**src/rtl/instr_fetch.sv**
```systemverilog
`default_nettype none
// ============================================================================
// Module   : instr_fetch
// Brief    : Single-outstanding instruction fetch unit with redirect/drain
//            handling. Optional perf counters under FETCH_PERF_CNT_EN.
// Revision : 1.0 - initial release
// ============================================================================
module instr_fetch #(
    parameter logic [31:0] RESET_PC = 32'h0000_0000
) (
    input  logic        clk,
    input  logic        rst_n,
    output logic        imem_req,
    output logic [31:0] imem_addr,
    input  logic        imem_rvalid,
    input  logic [31:0] imem_rdata,
    output logic        out_valid,
    input  logic        out_ready,
    output logic [31:0] out_pc,
    output logic [31:0] out_instr,
    input  logic        redirect_valid,
    input  logic [31:0] redirect_pc
`ifdef FETCH_PERF_CNT_EN
    ,
    output logic [31:0] fetch_cnt,
    output logic [31:0] kill_cnt
`endif
);

    localparam logic [1:0] S_REQ   = 2'd0;
    localparam logic [1:0] S_WAIT  = 2'd1;
    localparam logic [1:0] S_HOLD  = 2'd2;
    localparam logic [1:0] S_DRAIN = 2'd3;

    logic [1:0]  state_q, state_d;
    logic [31:0] pc_q, pc_d;
    logic        out_valid_q, out_valid_d;
    logic [31:0] out_pc_q, out_pc_d;
    logic [31:0] out_instr_q, out_instr_d;
    logic [31:0] pc_plus4;
    logic        req_raw;

    assign pc_plus4 = pc_q + 32'd4;

    always_ff @(posedge clk or negedge rst_n) begin
        if (!rst_n) begin
            state_q     <= S_REQ;
            pc_q        <= RESET_PC;
            out_valid_q <= 1'b0;
            out_pc_q    <= 32'd0;
            out_instr_q <= 32'd0;
        end else begin
            state_q     <= state_d;
            pc_q        <= pc_d;
            out_valid_q <= out_valid_d;
            out_pc_q    <= out_pc_d;
            out_instr_q <= out_instr_d;
        end
    end

    always_comb begin
        state_d = state_q;
        case (state_q)
            S_REQ:   state_d = redirect_valid ? S_REQ : S_WAIT;
            S_WAIT: begin
                if (redirect_valid)
                    state_d = imem_rvalid ? S_REQ : S_DRAIN;
                else if (imem_rvalid)
                    state_d = S_HOLD;
            end
            S_HOLD: begin
                if (redirect_valid)
                    state_d = S_REQ;
                else if (out_ready)
                    state_d = S_WAIT;
            end
            S_DRAIN: if (imem_rvalid) state_d = S_REQ;
            default: state_d = S_REQ;
        endcase
    end

    always_comb begin
        pc_d        = pc_q;
        out_valid_d = out_valid_q;
        out_pc_d    = out_pc_q;
        out_instr_d = out_instr_q;
        // A redirect always wins the pc, whatever state the fetch is in.
        if (redirect_valid)
            pc_d = redirect_pc;
        case (state_q)
            S_REQ: begin
                if (redirect_valid)
                    out_valid_d = 1'b0;
            end
            S_WAIT: begin
                if (imem_rvalid && !redirect_valid) begin
                    out_instr_d = imem_rdata;
                    out_pc_d    = pc_plus4;
                    pc_d        = pc_plus4;
                    out_valid_d = 1'b1;
                end
            end
            S_HOLD: begin
                if (redirect_valid || out_ready)
                    out_valid_d = 1'b0;
            end
            default: ;
        endcase
    end

    always_comb begin
        req_raw = 1'b0;
        case (state_q)
            S_REQ:   req_raw = !redirect_valid;
            S_HOLD:  req_raw = !redirect_valid && out_ready;
            default: req_raw = 1'b0;
        endcase
        // Qualified by rst_n so the request drops immediately on reset entry.
        imem_req  = rst_n && req_raw;
        imem_addr = imem_req ? pc_q : 32'd0;
    end

    assign out_valid = out_valid_q;
    assign out_pc    = out_pc_q;
    assign out_instr = out_instr_q;

`ifdef FETCH_PERF_CNT_EN
    logic [31:0] fetch_cnt_q, fetch_cnt_d;
    logic [31:0] kill_cnt_q, kill_cnt_d;
    logic        fetch_inc, kill_inc;

    assign fetch_inc = (state_q == S_HOLD) && out_ready && !redirect_valid;
    assign kill_inc  = ((state_q == S_WAIT)  && imem_rvalid && redirect_valid) ||
                       ((state_q == S_HOLD)  && redirect_valid) ||
                       ((state_q == S_DRAIN) && imem_rvalid);

    always_comb begin
        fetch_cnt_d = fetch_cnt_q + {31'd0, fetch_inc};
        kill_cnt_d  = kill_cnt_q + {31'd0, kill_inc};
    end

    always_ff @(posedge clk or negedge rst_n) begin
        if (!rst_n) begin
            fetch_cnt_q <= 32'd0;
            kill_cnt_q  <= 32'd0;
        end else begin
            fetch_cnt_q <= fetch_cnt_d;
            kill_cnt_q  <= kill_cnt_d;
        end
    end

    assign fetch_cnt = fetch_cnt_q;
    assign kill_cnt  = kill_cnt_q;
`endif

endmodule
`default_nettype wire

```
**config.mk**
```make
export PLATFORM = sky130hd
export DESIGN_NAME = instr_fetch
export DESIGN_NICKNAME = d
export VERILOG_FILES = /design/src/rtl/instr_fetch.sv
export SDC_FILE = /design/constraint.sdc
export NUM_CORES = 1
export LEC_CHECK = 0
export ABC_AREA = 1
export BUFFER_PORTS_ARGS = -buffer_cell sky130_fd_sc_hd__buf_2
export CAP_MARGIN = 15
export CORE_MARGIN = 2
export CORE_UTILIZATION = 55
export DETAILED_ROUTE_END_ITERATION = 16
export PLACE_DENSITY = 0.86
export SLEW_MARGIN = 10
export SYNTH_ARGS = -nofsm -noshare
export SYNTH_HDL_FRONTEND = slang
export SYNTH_SLANG_ARGS = --single-unit
export TNS_END_PERCENT = 50
```
**constraint.sdc**
```tcl
create_clock -name clk -period 5.25 [get_ports clk]
set_input_delay 1.575 -clock clk [delete_from_list [all_inputs] [get_ports clk]]
set_output_delay 1.575 -clock clk [all_outputs]
set_load 0.005 [all_outputs]
```
==> metrics <==
ys async rst share 1.000; WP depth 7; count of cell types in the netlist 29; Clock Latency Late Sink around 0.37 ns; max_cap viols 0; Worst Tran Pin Value 0.9224 ns; max-slew violations 0; reg-to-reg startpoint state_q[1]; post-route ant nets 0; Worst slew margin 0.3850; Nets 897; worst path arrival time between 3 and 4 ns; Crit Path Class in2out; fraction of layout cells with a size suffix above 1 0.2512; Setup TNS 0 ns; Syn Inst Count 672; CP startpoint kind input port; global route overflow 0; ys flop type dfrtp_1; Avg Vias per Cell between 5 and 6; TritonCTS Sinks a little under 100; root buffer cell clkbuf_8; Worst Hold Launch out_pc[24]; area of placed instances between 5000 and 6000 um^2; First-pass DRT Iterations 7; Tightest Hold Check Type reg2reg; DR WL/cell between 10 and 15 um; Area Overhead vs Synth 21.55%; syn nets 742; n_diodes 0; largest net degree at the start of global routing approximately 90; setup violators final 0; CP endpoint kind output port; minimum clock period approximately 4.6 ns; synthesized cell area roughly 5000 um^2; DRC errors left 0; crit-path cells buf_2 > inv_2 > nand2_1 > inv_1 > nand3_2 > nor2_1 > buf_2; final worst-path cycle share 0.8856; register area share after synthesis 0.4967; initial antenna violation count 0; post-synth top area cell dfrtp_1; critical path fanouts, max 33; largest stage delay on the critical path 0.58 ns; Register-to-Register Setup Slack between 2 and 3 ns; Final Non-Filler Cells 940; CP top delay family simple AND/OR/NAND/NOR gates; die height between 90 and 100 um; die area between 9000 and 10000 um^2; initial drt markers between 200 and 250; pwr dens about 450 nW/um^2; Yosys warning count 0; Inst Count DP about 900; GRT Resource Usage Total 0.2809; drt total wl 13190 um; postcts setup bufs 0; f_max between 200 and 250 MHz; CTS Hold Bufs 0; Die Span X slightly below 100 um; cts bufs inserted 9; Final Instance Area just over 6000 um^2; Post-synth EDFFs 0; first-pass GRT wire length between 20000 and 25000 um; static leakage 3.512 nW; Worst Hold Slack just under 0.5 ns; syn avg cell area ~7.4 um^2; most used cell, CP buf_2; Cell Rows 34; Clock transition at path regs around 0.10 ns; Final Hold Fails 0; VDD IR max around 0.28 mV; hold path depth 2; r2r endpoint out_instr[29]; Synth top cells by count nand2_1, dfrtp_1, nor2_1, inv_1, o21ai_0; Hold EP out_pc[24]; I/O Pins ~170; Reg2Reg Depth 6; Tot Pwr approximately 0.0028 W; Max clock buf depth 2; vias in the first global route between 4000 and 5000; core area between 8000 and 9000 um^2; top-count cell post-synth nand2_1; clock skew roughly 0.017 ns; gpl congestion 0.8495; flops & latches, synth 99; IO buf count approximately 170; RSZ-0062 raised after global routing no; CP required roughly 3.7 ns; Worst Path Buf+Inv 4; Synth top area share 0.4967; DP Wirelength 9560 um; via count ~4800; CTS tree done; slowest stage cell, crit path nand3_2; H-tree levels 3; CTS resizes 0; Area contributors post-synth dfrtp_1, nand2_1, nor2_1; Initial Util 0.5691; status completed
==> layer usage <==
layer	global-route usage	up-vias	wire, um
li1	-	2387	-
met1	0.3571	2198	5571
met2	0.4730	206	6265
met3	0.05762	26	1019
met4	0.1128	0	333
met5	0	-	0
==> power breakdown <==
| part | leakage (nW) | internal [W] | total, W | switching (W) |
|---|---|---|---|---|
| clock network | 0.0950 | 0.000226 | 0.000504 | 0.000277 |
| logic | 2.22 | 0.000411 | 0.000991 | 0.000579 |
| registers | 1.20 | 0.00106 | 0.00126 | 0.000202 |
==> registers in the layout, summed over array words and instances (netlist names) <==
name / flops
pc_q: 32
out_instr: 32
out_valid: 1
state_q: 2
out_pc: 32
==> how the worst max path moves through the flow <==
| stage | startpoint | end | slack (ns) |
|---|---|---|---|
| floorplan | redirect_valid | imem_addr[22] | 1.32 |
| global placement | redirect_valid | imem_addr[0] | 0.80 |
| detailed placement | redirect_valid | imem_addr[18] | 0.65 |
| CTS | redirect_valid | imem_addr[18] | 0.64 |
| global route | redirect_valid | imem_addr[5] | 0.46 |
| finish | redirect_valid | imem_addr[28] | 0.60 |
==> cells by family after synthesis <==
group                    share of synthesized area
buffers and inverters                      0.06272
AO/OA/AOI/OAI                              0.08279
AND/OR/NAND/NOR                             0.3465
XOR/XNOR                                  0.008780
adder cells (fa/ha/maj)                   0.002508
flip-flops                                  0.4967
==> layout make-up <==
| cell class | instances | area [um^2] |
|---|---|---|
| tap | 108 | 135.1 |
| clock inverter | 6 | 73.82 |
| clock buffer | 10 | 127.6 |
| inverter | 50 | 187.7 |
| multi-input combinational | 497 | 2197 |
| fill | 757 | 2701 |
| timing repair buffer | 170 | 863.3 |
| sequential | 99 | 2477 |
==> tightest hold or removal path, cell delays in order, from the launching register on <==
cell	delay, ns
dfrtp_1	0.35
nand2_1	0.05
nand2_1	0.05
==> layout by cell type (no fill, tap or decap), types with 2 or more instances in the layout <==
master        n
a21oi_1       9
buf_2       165
buf_4         5
clkbuf_8      9
clkinvlp_4    2
dfrtp_1      99
inv_1        48
inv_2         2
nand2_1     303
nand2_2       4
nand2_4       3
nand3_1      20
nand3_2       3
nor2_1       72
nor2_2        5
nor2_4        6
o211ai_1     16
o21ai_0      37
o21ai_1       5
xor2_1        5
==> per-stage QoR <==
stage,utilization,worst slack (ns)
4_1_cts,0.6917,0.6398
2_1_floorplan,-,1.317
5_1_grt,0.6917,0.4638
6_report,0.6917,0.6006
3_3_place_gp,0.6688,0.7982
3_5_place_dp,0.6688,0.6537
No activity file was read; power rests on OpenSTA's default activity.
